$ cat src/rtl/instr_sequencer_pkg.sv
// Shared types for the instruction sequencer: FSM states and ISA fields
// used to assemble test programs.
package instr_seq_pkg;

    typedef enum logic [2:0] {
        S_IDLE  = 3'd0,
        S_FETCH = 3'd1,
        S_ISSUE = 3'd2,
        S_WAIT  = 3'd3,
        S_END   = 3'd4
    } seq_state_e;

    localparam logic [2:0] OP_MV  = 3'b000;
    localparam logic [2:0] OP_MVT = 3'b001;
    localparam logic [2:0] OP_ADD = 3'b010;

    localparam int OP_HI   = 15;
    localparam int OP_LO   = 13;
    localparam int IMM_BIT = 12;
    localparam int RX_HI   = 11;
    localparam int RX_LO   = 9;
    localparam int RY_HI   = 2;
    localparam int RY_LO   = 0;
    localparam int IMM9_HI = 8;
    localparam int IMM9_LO = 0;

    function automatic logic [15:0] mk_instr(
        input logic [2:0] op,
        input logic       imm,
        input logic [2:0] rx,
        input logic [8:0] imm9
    );
        logic [15:0] w;
        w                  = '0;
        w[OP_HI:OP_LO]     = op;
        w[IMM_BIT]         = imm;
        w[RX_HI:RX_LO]     = rx;
        w[IMM9_HI:IMM9_LO] = imm9;
        return w;
    endfunction

    function automatic logic [15:0] mk_reg(
        input logic [2:0] op,
        input logic [2:0] rx,
        input logic [2:0] ry
    );
        logic [15:0] w;
        w              = '0;
        w[OP_HI:OP_LO] = op;
        w[RX_HI:RX_LO] = rx;
        w[RY_HI:RY_LO] = ry;
        return w;
    endfunction

endpackage

$ cat src/rtl/instr_sequencer_prog_ram.sv
// Program RAM: one write port, one registered read port, no reset.
// Write-first on an address collision so a write and start can share a cycle.
module prog_ram #(
    parameter int DEPTH  = 16,
    parameter int ADDR_W = 4
) (
    input  logic              clk_i,
    input  logic              we_i,
    input  logic [ADDR_W-1:0] waddr_i,
    input  logic [15:0]       wdata_i,
    input  logic [ADDR_W-1:0] raddr_i,
    output logic [15:0]       rdata_o
);

    logic [15:0] mem_q [DEPTH];

    always_ff @(posedge clk_i) begin
        if (we_i) begin
            mem_q[waddr_i] <= wdata_i;
        end
        if (we_i && (waddr_i == raddr_i)) begin
            rdata_o <= wdata_i;
        end else begin
            rdata_o <= mem_q[raddr_i];
        end
    end

endmodule

$ cat src/rtl/instr_sequencer.sv
// Feeds a stored program to the processor one run/DIN issue at a time,
// waiting for done between instructions, with a done watchdog.
module instr_sequencer
    import instr_seq_pkg::*;
#(
    parameter int DEPTH   = 16,
    parameter int ADDR_W  = 4,
    parameter int TIMEOUT = 64
) (
    input  logic              clk_50MHz,
    input  logic              reset_n,
    input  logic              prog_we,
    input  logic [ADDR_W-1:0] prog_addr,
    input  logic [15:0]       prog_data,
    input  logic [ADDR_W:0]   prog_len,
    input  logic              start,
    input  logic              done,
    output logic              run,
    output logic [15:0]       DIN,
    output logic              busy,
    output logic              finished,
    output logic              timeout_err,
    output logic [ADDR_W-1:0] pc
);

    seq_state_e        state_q, state_d;
    logic [ADDR_W-1:0] pc_q, pc_d;
    logic [ADDR_W:0]   len_q, len_d;
    logic [7:0]        wdog_q, wdog_d;
    logic              run_q, run_d;
    logic [15:0]       din_q, din_d;
    logic              busy_q, busy_d;
    logic              fin_q, fin_d;
    logic              terr_q, terr_d;
    logic [15:0]       rdata;
    logic [ADDR_W:0]   len_clamp;
    logic              idle_like;

    assign len_clamp = (prog_len > (ADDR_W+1)'(DEPTH))
                     ? (ADDR_W+1)'(DEPTH) : prog_len;
    assign idle_like = (state_q == S_IDLE) || (state_q == S_END);

    // Read address tracks pc_d so mem[pc] is already registered in FETCH
    prog_ram #(
        .DEPTH  (DEPTH),
        .ADDR_W (ADDR_W)
    ) u_ram (
        .clk_i   (clk_50MHz),
        .we_i    (prog_we && idle_like),
        .waddr_i (prog_addr),
        .wdata_i (prog_data),
        .raddr_i (pc_d),
        .rdata_o (rdata)
    );

    always_comb begin
        state_d = state_q;
        pc_d    = pc_q;
        len_d   = len_q;
        wdog_d  = wdog_q;
        run_d   = 1'b0;
        din_d   = din_q;
        fin_d   = fin_q;
        terr_d  = terr_q;
        unique case (state_q)
            S_IDLE, S_END: begin
                state_d = S_IDLE;
                if (start) begin
                    terr_d = 1'b0;
                    pc_d   = '0;
                    len_d  = len_clamp;
                    if (len_clamp == '0) begin
                        state_d = S_END;
                        fin_d   = 1'b1;
                    end else begin
                        state_d = S_FETCH;
                        fin_d   = 1'b0;
                    end
                end
            end
            S_FETCH: begin
                state_d = S_ISSUE;
                run_d   = 1'b1;
                din_d   = rdata;
            end
            S_ISSUE: begin
                state_d = S_WAIT;
                wdog_d  = '0;
            end
            S_WAIT: begin
                wdog_d = wdog_q + 8'd1;
                if (done) begin
                    if ({1'b0, pc_q} == len_q - (ADDR_W+1)'(1)) begin
                        state_d = S_END;
                        fin_d   = 1'b1;
                    end else begin
                        state_d = S_FETCH;
                        pc_d    = pc_q + ADDR_W'(1);
                    end
                end else if (wdog_d == 8'(TIMEOUT - 1)) begin
                    state_d = S_END;
                    terr_d  = 1'b1;
                end
            end
            default: state_d = S_IDLE;
        endcase
        busy_d = (state_d == S_FETCH) || (state_d == S_ISSUE)
              || (state_d == S_WAIT);
    end

    always_ff @(posedge clk_50MHz or negedge reset_n) begin
        if (!reset_n) begin
            state_q <= S_IDLE;
            pc_q    <= '0;
            len_q   <= '0;
            wdog_q  <= '0;
            run_q   <= 1'b0;
            din_q   <= 16'h0000;
            busy_q  <= 1'b0;
            fin_q   <= 1'b0;
            terr_q  <= 1'b0;
        end else begin
            state_q <= state_d;
            pc_q    <= pc_d;
            len_q   <= len_d;
            wdog_q  <= wdog_d;
            run_q   <= run_d;
            din_q   <= din_d;
            busy_q  <= busy_d;
            fin_q   <= fin_d;
            terr_q  <= terr_d;
        end
    end

    assign run         = run_q;
    assign DIN         = din_q;
    assign busy        = busy_q;
    assign finished    = fin_q;
    assign timeout_err = terr_q;
    assign pc          = pc_q;

endmodule

$ cat config.mk
export PLATFORM = sky130hd
export DESIGN_NAME = instr_sequencer
export DESIGN_NICKNAME = d
export VERILOG_FILES = /design/src/rtl/instr_sequencer_pkg.sv /design/src/rtl/instr_sequencer_prog_ram.sv /design/src/rtl/instr_sequencer.sv
export SDC_FILE = /design/constraint.sdc
export NUM_CORES = 1
export LEC_CHECK = 0
export ABC_AREA = 1
export ABC_CLOCK_PERIOD_IN_PS = 2110
export CORE_ASPECT_RATIO = 0.75
export CORE_MARGIN = 2
export CORE_UTILIZATION = 55
export CTS_BUF_LIST = sky130_fd_sc_hd__clkbuf_2
export DETAILED_ROUTE_END_ITERATION = 8
export PLACE_DENSITY_LB_ADDON = 0.08
export SLEW_MARGIN = 20
export SYNTH_ARGS = -nofsm -noshare
export SYNTH_HDL_FRONTEND = slang
export SYNTH_HIERARCHICAL = 1
export SYNTH_SLANG_ARGS = --single-unit
$ cat constraint.sdc
create_clock -name clk_50MHz -period 2.11 [get_ports clk_50MHz]
set_input_delay 0.422 -clock clk_50MHz [delete_from_list [all_inputs] [get_ports clk_50MHz]]
set_output_delay 0.422 -clock clk_50MHz [all_outputs]
set_load 0.01 [all_outputs]
==> impl_metrics.tcl, run 1 <==
set metrics [dict create \
    die_y_um 138.4 \
    drt_iter0_markers 984 \
    powerDensity_nw_per_um2 1094 \
    dr_total_vias 9391 \
    hold_violations 0 \
    hold_ws_ns 0.1583 \
    ys_types 32 \
    path_clk_slew_ns 0.12 \
    die_area_um2 25350 \
    rsz0062_at_grt "no" \
    clkLatencyLatePin_ns 0.88 \
    switchingPower_mw 6.335 \
    root_buffer "clkbuf_2" \
    first_global_vias 8773 \
    final_cells 1833 \
    syn_area_um2 13240 \
    syn_nets 1371 \
    finalNetCount 1504 \
    wl_per_cell_um 17.51 \
    cp-end-kind "register" \
    synth_area_leaders "edfxtp_1, nand2_1, nand3_1" \
    cp_data_arrival_time_ns 2.54 \
    switching_share 0.3806 \
    min_path_type "in2reg" \
    worst_pin_slew_ns 0.7328 \
    rrSetupSlack_ns 0.11 \
    placed_area_um2 14470 \
    grt_antenna_before_repair 1 \
    io_buffers 53 \
    rr_startpoint "state_q[0]" \
    fillers 1975 \
    via_per_inst 5.123 \
    die_w_um 183.2 \
    fin_area_um2 15210 \
    synth_top_area_cell "edfxtp_1" \
    outcome "finished clean" \
    start_util 0.5566 \
    whs_path_depth 3 \
    cts_tree "yes" \
    grt_first_pass_wirelength_mm 49.10 \
    wl_mm 32.09 \
    cap_violations 0 \
    fin_util 0.6394 \
    internal-power_mw 10.31 \
    track_usage 0.2588 \
    ant_nets 0 \
    clock_path_buffers 3 \
    syn_inst 1337 \
    ys_seq_area_frac 0.6622 \
    globalplace.congestion 0.8684 \
    period_share 0.9475 \
    core_um2 23790 \
    seqPwrFrac 0.425 \
    syn_area_per_cell_um2 9.904 \
    synth_top_area_frac 0.5806 \
    p_clk_frac 0.242 \
    fin_setup_tns_ns 0 \
    async_reset_ff_frac 0.1333 \
    hpwl_mm 20.13 \
    fmax_mhz 500.2 \
    r2r-end "u_ram/mem_q[11][1]" \
    clock_sinks 300 \
    post-route-drc-count 0 \
    cts_made_buffers 73 \
    pin_count 54 \
    reg2reg_depth 7 \
    area_growth_syn_to_layout_pct 14.87 \
    path_class "reg2reg" \
    grt_max_degree 129 \
    ys.flop_type "edfxtp_1" \
    std_cell_rows 49 \
    cp_data_required_time_ns 2.65 \
    p_comb_frac 0.333 \
    cts_htree_levels 3 \
    layout_min_cycle_time_ns 1.999 \
    leakage_nw 6.874 \
    fin_worst_skew_ns 0.06374 \
    first_pass_iters 6 \
    dp.cells 1696 \
    drive_gt1_frac 0.1494 \
    hold_path_startpoint "prog_len[0]" \
    synth_edf_count 256 \
    slew_viol_final 0 \
    hold_end "len_q[0]" \
    cp-start-kind "register" \
    overflow 0 \
    ys_ff_latch 300 \
    setup_viol 0 \
    peakVddDrop_mv 0.6098 \
    yosys_warnings 6 \
    critPathMaxFanout 16 \
    max_slew_margin 0.5115 \
]
[registers in the layout, summed over array words and instances, names as in the netlist, named ones only]
| name | cells |
|---|---|
| run | 1 |
| len_q | 5 |
| state_q | 3 |
| wdog_q | 8 |
| timeout_err | 1 |
| u_ram/mem_q | 256 |
| pc | 4 |
| busy | 1 |
| DIN | 16 |
| finished | 1 |
[worst max-delay path, cell delays in order (launching register included)]
cell,delay [ns]
dfrtp_1,0.46
nor2_2,0.18
inv_1,0.13
nor2_1,0.11
buf_4,0.15
nand3b_1,0.25
nor2_2,0.22
buf_12,0.18
[metal layers]
metal  wire, um  global-route usage  vias to the layer above
met4        722             0.09011                        0
li1           -                   -                     4598
met5          0                   0                        -
met3       2708             0.05690                       68
met2      13770              0.3706                      361
met1      14890              0.3929                     4364
[how the worst max path moves through the flow]
stage	from	to	slack, ns	cells past startpoint
2_1_floorplan	state_q[1]	u_ram/mem_q[12][0]	0.03	5
3_3_place_gp	prog_we	u_ram/mem_q[12][5]	-0.07	7
3_5_place_dp	prog_we	u_ram/mem_q[12][15]	-0.03	7
4_1_cts	state_q[0]	u_ram/mem_q[12][9]	0.04	7
5_1_grt	DIN[11]	DIN[11]	0.02	1
6_report	state_q[0]	u_ram/mem_q[11][1]	0.11	7
[repair_timing]
action                     in CTS  in global routing
setup endpoints to repair      24                 43
hold endpoints to repair       31                  0
hold buffers                    1                  0
pin swaps                       0                  0
buffers inserted                4                  0
resized for setup              28                  3
[cell usage in the layout, fill, tap and decap left out, drive strengths merged, types with 3 or more instances in the layout]
cell and instances:
nand2 461, o22ai 4, nor2 40, dfxtp 4, clkbuf 107, dfrtp 40
bufinv 3, dlygate4sd2 24, inv 237, buf 59, o21ai 15, ha 4
clkdlybuf4s50 28, nand4 4, a21oi 5, edfxtp 256, nand3 209, clkinv 19
[through the flow]
stage               setup slack [ns]  power [mW]
floorplan                    0.03452       10.82
global placement            -0.07475       12.76
detailed placement          -0.02900       12.81
CTS                          0.03553       16.76
global route                 0.02385       17.67
finish                        0.1107       16.64
[area by class of cell]
cell class | count | area [um^2] | area share
Multi-Input combinational cell | 748 | 3314 | 0.2179
Inverter | 235 | 883.3 | 0.05807
Antenna cell | 1 | 2.502 | 0.0001645
Timing Repair Buffer | 112 | 1141 | 0.07502
Clock buffer | 107 | 535.5 | 0.03521
Tap cell | 306 | 382.9 | 0.02517
Clock inverter | 24 | 172.7 | 0.01135
Sequential cell | 300 | 8778 | 0.5771
[kinds of logic after synthesis]
family                     after synthesis  share of synthesized area
xor gates and xnor gates                 1                  0.0006616
DFF                                    300                     0.6622
and+or+nand+nor                        719                     0.2319
AOI/OAI and AO/OA                       24                    0.01002
buffers and inverters                  289                    0.09147
adders and majority gates                4                   0.003780
[synthesized netlist by cell type, types with 2 or more instances]
master and instances:
a21oi_1 4, buf_6 4, nor2_4 2, dfrtp_1 40
o22ai_1 4, dfxtp_1 4, nor2_1 32, o21ai_1 5
nand2_2 5, edfxtp_1 256, inv_1 226, nand2_1 454
nand2_4 2, nand3_1 208, clkbuf_1 10, nor2_2 5
nand4_1 4, buf_2 20, ha_1 4, o21ai_0 9
inv_2 9, buf_4 19, nand3b_1 2
[power by group through the flow]
stage / logic, mW / registers, mW / clock network [mW]
CTS: 5.54 / 7.07 / 4.15
floorplan: 3.55 / 7.27 / 0
global route: 6.09 / 7.12 / 4.45
global placement: 5.52 / 7.24 / 0
detailed placement: 5.57 / 7.24 / 0
finish: 5.54 / 7.07 / 4.03
No activity file was read; power rests on OpenSTA's default activity.
==> run 2, diff against run 1 <==
PLACE_DENSITY = 0.77   (was unset)
PLACE_DENSITY_LB_ADDON = unset   (was 0.08)
==> run 2 against run 1 <==
Effect of this change:
- count of clock-buffer cells in the layout down 10
- setup slack worse by 0.010 ns
- non-clock buffer count up 1
- core utilization shrank 0.32 points
- largest cell class unchanged
- flip-flop and latch count did not move
- hold slack got worse by 0.032 ns
- maximum frequency decreased by 0.50%
- total power down 2.2%
- critical path depth unchanged
- via count grew 3.4%
- clock skew is 0.017 ns lower
==> impl_metrics.tcl, run 2 (synthesis results as in run 1) <==
set metrics [dict create \
    rrSetupSlack_ns 0.10 \
    fin_worst_skew_ns 0.04710 \
    switching_share 0.3856 \
    first_pass_iters 6 \
    wl_met2_mm 14.32 \
    die_w_um 183.2 \
    track_usage 0.2582 \
    hold_ws_ns 0.1260 \
    first_global_vias 9423 \
    powerDensity_nw_per_um2 1075 \
    layout_common_cells "nand2_1, edfxtp_1, inv_1" \
    drive_gt1_frac 0.1412 \
    clock_path_buffers 3 \
    finalNetCount 1503 \
    grt_first_pass_wirelength_mm 50.08 \
    drt_iter0_markers 1060 \
    peakVddDrop_mv 0.7253 \
    overflow 0 \
    cp-end-kind "register" \
    min_path_type "in2async" \
    path_clk_slew_ns 0.12 \
    die_y_um 138.4 \
    io_buffers 53 \
    wl_met1_mm 12.87 \
    grt_max_degree 88 \
    wl_per_cell_um 17.20 \
    die_area_um2 25350 \
    area_growth_syn_to_layout_pct 14.30 \
    via_per_inst 5.304 \
    clkLatencyLatePin_ns 0.81 \
    switchingPower_mw 6.275 \
    seqPwrFrac 0.435 \
    p_comb_frac 0.341 \
    final_cells 1831 \
    p_clk_frac 0.224 \
    setup_ws_ns 0.1006 \
    seqCellArea_um2 8778 \
    cts_tree "yes" \
    hpwl_mm 20.50 \
    cp_data_arrival_time_ns 2.51 \
    std_cell_rows 49 \
    cp-start-kind "register" \
    worst_pin_slew_ns 0.6644 \
    wl_met3_mm 3.362 \
    cts_made_buffers 71 \
    max_slew_margin 0.5557 \
    fillers 1873 \
    wl_mm 31.50 \
    largest_reg_flops 256 \
    cp_data_required_time_ns 2.61 \
    cts_htree_levels 3 \
    critPathMaxFanout 16 \
    largest_register "u_ram/mem_q" \
    pin_count 54 \
    hold_violations 0 \
    dr_total_vias 9712 \
    start_util 0.5566 \
    clock_sinks 300 \
    fmax_mhz 497.7 \
    final_common_cell "nand2_1" \
    multi_input_area_um2 3304 \
    ant_nets 0 \
    dp.cells 1696 \
    grt_antenna_before_repair 2 \
    layout_min_cycle_time_ns 2.009 \
    core_um2 23790 \
    root_buffer "clkbuf_2" \
    globalplace.congestion 0.8896 \
    fin_setup_tns_ns 0 \
    place_ws_ns 0.005654 \
    internal-power_mw 9.998 \
    outcome "finished clean" \
    cap_violations 0 \
    period_share 0.9523 \
    leakage_nw 6.826 \
    setup_viol 0 \
    rsz0062_at_grt "no" \
    highest_layer "met5" \
    slew_viol_final 0 \
    post-route-drc-count 0 \
    path_class "reg2reg" \
]
-- run 2: cell types whose count changed in the layout (fill, tap and decap cells not counted), sizes merged --
cell,previous run,this run
diode,1,2
bufinv,3,1
dlygate4sd3,1,2
clkbuf,107,97
clkinv,19,28
inv,237,236
-- run 2: power groups by stage --
| stage | Combinational [mW] | Clock, mW | Sequential (mW) |
|---|---|---|---|
| 5_1_grt | 6.09 | 4.02 | 7.13 |
| 4_1_cts | 5.48 | 3.70 | 7.08 |
| 2_1_floorplan | 3.55 | 0 | 7.27 |
| 3_5_place_dp | 5.50 | 0 | 7.26 |
| 3_3_place_gp | 5.34 | 0 | 7.24 |
| 6_report | 5.55 | 3.64 | 7.08 |
-- run 2: path summary, 6_finish.rpt --
check,to,cells past startpoint,from
max,u_ram/mem_q[5][12],7,state_q[1]
min,DIN[1],3,reset_n
max reg2reg,u_ram/mem_q[5][12],7,state_q[1]
min reg2reg,DIN[11],2,DIN[11]
max in group asynchronous,wdog_q[7],3,reset_n
min in group clk_50MHz,len_q[1],3,prog_len[1]
-- run 2: worst max-delay path, cell delays in order (launching register included) --
cell and delay, ns:
dfrtp_1 0.46, nor2_2 0.23, inv_1 0.13, nor2_1 0.13, buf_4 0.15, nand3b_1 0.20
nor2_2 0.21, buf_12 0.18
-- run 2: layout make-up --
| cell class | instances | share of cell area |
|---|---|---|
| clock buffers | 97 | 0.03208 |
| flip-flops and latches | 300 | 0.5800 |
| clock inverters | 30 | 0.009507 |
| well taps | 306 | 0.02530 |
| multi-input cells | 748 | 0.2183 |
| repair buffers | 113 | 0.07606 |
| diodes | 2 | 0.0003307 |
| inverters | 235 | 0.05837 |
-- run 2: per-stage QoR --
step | power, mW | instance area [um^2] | utilization
after floorplan | 10.82 | 13240 | -
after CTS | 16.26 | 15130 | 0.6359
after global routing | 17.24 | 15130 | 0.6362
final | 16.27 | 15130 | 0.6362
after detailed placement | 12.75 | 14470 | 0.6084
after global placement | 12.59 | 14470 | 0.6084
-- run 2: layer usage --
layer  GRT usage  vias to the layer above
li1            -                     4588
met1      0.3644                     4537
met2      0.3925                      504
met3     0.06059                       81
met4      0.1015                        2
met5           0                        -
-- run 2: repair_timing --
item	CTS	global route
buffers inserted	4	0
endpoints found under the setup margin	24	151
pin swaps	0	0
endpoints found under the hold margin	40	0
gates resized for setup	28	1
hold buffers	2	0
